==> config.mk <==
export PLATFORM = sky130hd
export DESIGN_NAME = uart_tx_ctrl
export DESIGN_NICKNAME = d
export VERILOG_FILES = /design/src/rtl/uart_pkg.sv /design/src/rtl/uart_tx_ctrl.sv
export SDC_FILE = /design/constraint.sdc
export NUM_CORES = 1
export LEC_CHECK = 0
export ABC_AREA = 1
export CAP_MARGIN = 20
export CORE_ASPECT_RATIO = 0.8
export CORE_MARGIN = 2
export CORE_UTILIZATION = 60
export CTS_BUF_LIST = sky130_fd_sc_hd__clkbuf_8
export DETAILED_ROUTE_END_ITERATION = 8
export MAX_ROUTING_LAYER = met4
export PLACE_DENSITY = 0.87
export SLEW_MARGIN = 40
export SYNTH_ARGS = -nofsm -noshare
export SYNTH_HDL_FRONTEND = slang
export SYNTH_SLANG_ARGS = --single-unit
export TNS_END_PERCENT = 50
==> constraint.sdc <==
create_clock -name clk -period 3.5 [get_ports clk]
set_clock_uncertainty 0.05 [all_clocks]
set_input_delay 0.7 -clock clk [delete_from_list [all_inputs] [get_ports clk]]
set_output_delay 0.7 -clock clk [all_outputs]
set_load 0.01 [all_outputs]
==> src/rtl/uart_pkg.sv <==
// Shared UART definitions: FSM state encoding, word-length codes and frame helpers.
// Used by both the TX and RX paths.
package uart_pkg;

    typedef enum logic [2:0] {
        TX_IDLE,
        TX_START,
        TX_DATA,
        TX_PARITY,
        TX_STOP
    } tx_state_e;

    typedef logic [1:0] wls_t;

    localparam wls_t WLS_5 = 2'b00;
    localparam wls_t WLS_6 = 2'b01;
    localparam wls_t WLS_7 = 2'b10;
    localparam wls_t WLS_8 = 2'b11;

    // Number of data bits in a frame for a given LCR word-length code.
    function automatic logic [3:0] data_bits(wls_t wls);
        return 4'd5 + {2'b00, wls};
    endfunction

    // Mask selecting the valid data bits of a byte for a given word length.
    function automatic logic [7:0] data_mask(wls_t wls);
        return 8'hFF >> (2'd3 - wls);
    endfunction

endpackage

==> src/rtl/uart_tx_ctrl.sv <==
// UART transmit sequencer: pops bytes from the TX FIFO and serialises 16550-style frames
// onto a registered txd, timed by the oversampled baud tick.
module uart_tx_ctrl
    import uart_pkg::*;
#(
    parameter int unsigned OSR = 16
) (
    input  logic       clk,
    input  logic       rstn,
    input  logic       baud_tick,
    input  logic [1:0] lcr_wls,
    input  logic       lcr_stb,
    input  logic       lcr_pen,
    input  logic       lcr_eps,
    input  logic       lcr_sp,
    input  logic       lcr_brk,
    input  logic       fifo_empty,
    input  logic [7:0] fifo_data,
    output logic       fifo_pop,
    output logic       txd,
    output logic       busy,
    output logic       temt
);

    localparam int unsigned TW = $clog2(2 * OSR);

    typedef logic [TW-1:0] tick_t;

    localparam tick_t BIT_LAST    = tick_t'(OSR - 1);
    localparam tick_t STOP15_LAST = tick_t'((OSR * 3) / 2 - 1);
    localparam tick_t STOP2_LAST  = tick_t'(2 * OSR - 1);

    tx_state_e  state_q, state_d;
    tick_t      tick_cnt_q;
    logic [2:0] bit_cnt_q;
    logic [7:0] shreg_q;
    wls_t       wls_q;
    logic       stb_q;
    logic       pen_q;
    logic       eps_q;
    logic       sp_q;
    logic       par_q;
    logic       txd_q;

    tick_t      bit_last;
    logic       bit_end;
    logic       data_last;
    logic       pop_req;
    logic       txd_val;

    // Length of the current bit period; only STOP can differ from one bit time.
    always_comb begin
        bit_last = BIT_LAST;
        if (state_q == TX_STOP && stb_q) begin
            bit_last = (wls_q == WLS_5) ? STOP15_LAST : STOP2_LAST;
        end
    end

    assign bit_end   = baud_tick && (tick_cnt_q == bit_last);
    assign data_last = ({1'b0, bit_cnt_q} == (data_bits(wls_q) - 4'd1));

    // Next-state, pop decision and serial bit value.
    always_comb begin
        state_d = state_q;
        pop_req = 1'b0;
        txd_val = 1'b1;
        unique case (state_q)
            TX_IDLE: begin
                if (!fifo_empty) begin
                    pop_req = 1'b1;
                    state_d = TX_START;
                end
            end
            TX_START: begin
                txd_val = 1'b0;
                if (bit_end) begin
                    state_d = TX_DATA;
                end
            end
            TX_DATA: begin
                txd_val = shreg_q[0];
                if (bit_end && data_last) begin
                    state_d = pen_q ? TX_PARITY : TX_STOP;
                end
            end
            TX_PARITY: begin
                txd_val = sp_q ? ~eps_q : (eps_q ? par_q : ~par_q);
                if (bit_end) begin
                    state_d = TX_STOP;
                end
            end
            TX_STOP: begin
                if (bit_end) begin
                    if (!fifo_empty) begin
                        pop_req = 1'b1;
                        state_d = TX_START;
                    end else begin
                        state_d = TX_IDLE;
                    end
                end
            end
            default: begin
                state_d = TX_IDLE;
            end
        endcase
    end

    always_ff @(posedge clk) begin
        if (!rstn) begin
            state_q <= TX_IDLE;
        end else begin
            state_q <= state_d;
        end
    end

    always_ff @(posedge clk) begin
        if (!rstn) begin
            tick_cnt_q <= '0;
        end else if (state_q == TX_IDLE || pop_req) begin
            tick_cnt_q <= '0;
        end else if (baud_tick) begin
            tick_cnt_q <= bit_end ? '0 : tick_cnt_q + tick_t'(1);
        end
    end

    always_ff @(posedge clk) begin
        if (!rstn) begin
            bit_cnt_q <= '0;
        end else if (state_q != TX_DATA) begin
            bit_cnt_q <= '0;
        end else if (bit_end) begin
            bit_cnt_q <= data_last ? 3'd0 : bit_cnt_q + 3'd1;
        end
    end

    always_ff @(posedge clk) begin
        if (!rstn) begin
            shreg_q <= '0;
        end else if (pop_req) begin
            shreg_q <= fifo_data;
        end else if (state_q == TX_DATA && bit_end) begin
            shreg_q <= {1'b0, shreg_q[7:1]};
        end
    end

    // Frame configuration and parity are captured with the byte so LCR writes
    // mid-frame only take effect on the next frame.
    always_ff @(posedge clk) begin
        if (!rstn) begin
            wls_q <= WLS_5;
            stb_q <= 1'b0;
            pen_q <= 1'b0;
            eps_q <= 1'b0;
            sp_q  <= 1'b0;
            par_q <= 1'b0;
        end else if (pop_req) begin
            wls_q <= lcr_wls;
            stb_q <= lcr_stb;
            pen_q <= lcr_pen;
            eps_q <= lcr_eps;
            sp_q  <= lcr_sp;
            par_q <= ^(fifo_data & data_mask(lcr_wls));
        end
    end

    // Break is applied live, ahead of the output register, without disturbing the FSM.
    always_ff @(posedge clk) begin
        if (!rstn) begin
            txd_q <= 1'b1;
        end else begin
            txd_q <= lcr_brk ? 1'b0 : txd_val;
        end
    end

    assign fifo_pop = pop_req && rstn;
    assign txd      = txd_q;
    assign busy     = (state_q != TX_IDLE);
    assign temt     = (state_q == TX_IDLE) && fifo_empty;

endmodule

==> impl_metrics.csv <==
group,metric,value,unit
drt,vias,1471,
timing,tightest_slew,443,ps
yosys,netlist.area_leader.share,34.1,%
final_layout,utilization,76.2,%
worst_setup_path,reg2reg_to,"tick_cnt_q[3]",
grt,track_usage,24.7,%
power,power_frac_clock,17.1,%
worst_setup_path,r2r-start,"state_q[2]",
floorplanning,num_rows,16,
cts,clock_tree.root_cell,"clkbuf_8",
power,p_sw,0.414,mW
cts,htree_levels,1,
yosys,yosysTopAreaCell,"dfxtp_1",
worst_setup_path,r2r_cells,11,
power,p_int,0.635,mW
floorplanning,initial_core_util,63.8,%
worst_setup_path,endpoint,"fifo_pop",
cts,numCtsBuffers,3,
placement,dp_hpwl,2.50,mm
yosys,ys_seq_elements,27,
cts,clock_path_buffers,2,
final_layout,drive_gt1_share,11.9,%
floorplanning,die_h,50.0,microns
status,status,"completed",
timing,fmax,295,MHz
floorplanning,core_region_area,2480,sq um
grt,grt_max_degree,24,
drt,drcViolationCount,0,
cts,cts_setup_buffers,0,
min_path,hp-class,"reg -> reg",
yosys,avgSynthCellArea,7.27,sq um
power,p_comb_share,41.2,%
drt,ant_nets,0,
timing,period_minus_slack,3390,ps
drt,drtIter0Drc,108,
worst_setup_path,cp_common_cell,"nand2_8",
cts,cts_tree,"done",
timing,tns,0,ps
yosys,synth-seq-area-share,34.1,%
timing,final_max_slew_viol_count,0,
yosys,syn_area,1580,sq um
drt,via_per_inst,5.25,
yosys,ys_top_cells_by_area,"dfxtp_1 (34%), nand2_1 (12%), nand3_1 (9.5%), a21oi_1 (5.7%), inv_1 (4.5%)",
final_layout,diodes,0,
yosys,synth_nets,239,
worst_setup_path,critPathMaxFanout,10,
worst_setup_path,critPathMaxStageDelay,560,ps
cts,cts_hold_buf,0,
power,leakagePower,0.781,nW
timing,period_share,96.7,%
timing,rsz0062_at_grt,"false",
yosys,ys_warn_count,0,
worst_setup_path,start_kind,"primary input",
worst_setup_path,cp_data_arrival_time,2640,ps
power,powerDensity,554,nW/um^2
timing,finalSetupViolCount,0,
grt,grt_pass1_wl,5.67,mm
yosys,syn_inst,218,
power,seq_power_share,41.6,%
worst_setup_path,worstPathRequired,2750,ps
cts,cts.sinks,27,
timing,slew_headroom,70.4,%
drt,dr.pass1.iters,4,
worst_setup_path,end_kind,"output pin",
yosys,synth_cell_types,31,
placement,gp_congestion,0.886,
grt,grt_antenna_before_repair,0,
placement,portBuffers,22,
cts,clkTransAtPathRegs,100,ps
final_layout,fin_nets,266,
grt,grt_pass1_vias,1385,
drt,wl_per_cell,11.5,microns
floorplanning,num_io_pins,23,
worst_setup_path,critPathLaunch,"baud_tick",
final_layout,fillers,205,
drt,drt_wl_total,3.23,mm
floorplanning,dieArea,3070,sq um
grt,overflow,0,
worst_setup_path,rrSetupSlack,1460,ps
timing,final-hold-violation-count,0,
floorplanning,fp.dieW,61.4,microns
power,peakVddDrop,0.000316,V
flow_run,maxCapViolCount,0,
final_layout,area_delta_synth_final,19.4,%
worst_setup_path,cp_slowest_cell,"clkdlybuf4s50_1",
cts,ctsResizeCount,0,
timing,hold_slack,421,ps
worst_setup_path,cp_cell_sequence,"clkdlybuf4s50_1, inv_2, nor2_4, nand2_2, nor2_8, nand2_8, nand2_8, nand2_8, nor2_4, clkdlybuf4s50_1",
cts,clk_latency,280,ps
power,swShare,39.4,%
worst_setup_path,critPathKind,"in -> out",
kinds of logic (layout without fill, tap and decap cells):
kind of cell,after synthesis,in the layout,synth area share (%)
buf+inv,29,55,8.29
xor+xnor,9,9,4.98
simple gates,124,124,41.8
flops,27,27,34.1
fa+ha+maj,2,2,1.58
compound gates,27,27,9.24
cells in the final DEF (no fill, tap or decap), drive strengths merged:
cell type / count
ha: 2
clkinvlp: 1
buf: 4
clkdlybuf4s50: 22
o21ai: 5
dfxtp: 27
nand3: 32
inv: 23
nand4: 9
or2: 1
nor2: 20
clkbuf: 3
xor2: 5
o211ai: 1
a21oi: 19
clkinv: 2
xnor2: 4
a211oi: 1
nand3b: 1
nor3: 4
nand2: 57
o31ai: 1
worst min path at each step:
stage | end | start | slack [ps] | cells after the start
after global routing | par_q | par_q | 450 | 2
after global placement | sp_q | sp_q | 400 | 2
after floorplan | sp_q | sp_q | 390 | 2
after detailed placement | sp_q | sp_q | 410 | 2
after CTS | sp_q | sp_q | 420 | 2
final | sp_q | sp_q | 420 | 2
metal layers:
metal	GRT usage, %	routed length (microns)
met1	31.2	1510
met3	6.82	227
met2	38.8	1460
met5	-	0
met4	6.38	27
cell usage after synthesis:
library cell / count
nor2_1: 15
o21ai_1: 3
a21oi_1: 18
a21oi_2: 1
xor2_1: 5
dfxtp_1: 27
o31ai_1: 1
or2_2: 1
nor3_1: 2
inv_1: 19
nand4_1: 9
clkbuf_1: 1
nand2_2: 2
nor2_8: 1
ha_1: 2
nand2_1: 51
nor2_4: 3
buf_6: 3
nand2_8: 3
xnor2_1: 4
o21ai_0: 2
o211ai_1: 1
nand3_2: 2
nor3_2: 2
inv_2: 4
nor2_2: 1
nand3b_1: 1
a211oi_1: 1
nand3_1: 30
nand2_4: 1
clkinv_1: 2
flip-flops by register name, summed over array words and instances, names as in the netlist, 2 cells and up:
signal	flops
bit_cnt_q	3
shreg_q	8
state_q	3
tick_cnt_q	5
wls_q	2
stage by stage:
stage	instance area [sq um]	setup slack, ps	cells	power (mW)
finish	1890	114	280	1.05
global route	1890	27.7	280	1.13
CTS	1890	106	280	1.05
detailed placement	1840	113	276	0.872
global placement	1840	134	276	0.860
floorplan	1580	1210	218	0.756
worst max-delay path: cells and delay by family:
family | cells | cell delay (ps)
simple gates | 7 | 760
buf+inv | 3 | 1180
power groups by stage:
stage | registers [mW] | logic, mW | clock network, mW
CTS | 0.435 | 0.431 | 0.181
detailed placement | 0.442 | 0.430 | 0
finish | 0.436 | 0.432 | 0.180
global route | 0.443 | 0.489 | 0.196
floorplan | 0.420 | 0.336 | 0
global placement | 0.440 | 0.420 | 0
area by class of cell:
cell class              instances  area [sq um]  share of cell area, %
inverters                      25          93.8                   4.96
clock inverters                 1          7.51                  0.397
flip-flops and latches         27           541                   28.6
clock buffers                   3          41.3                   2.18
repair buffers                 26           250                   13.2
well taps                      36          45.0                   2.38
multi-input cells             162           912                   48.2
Note: power is estimated with default switching activity, not from simulation.
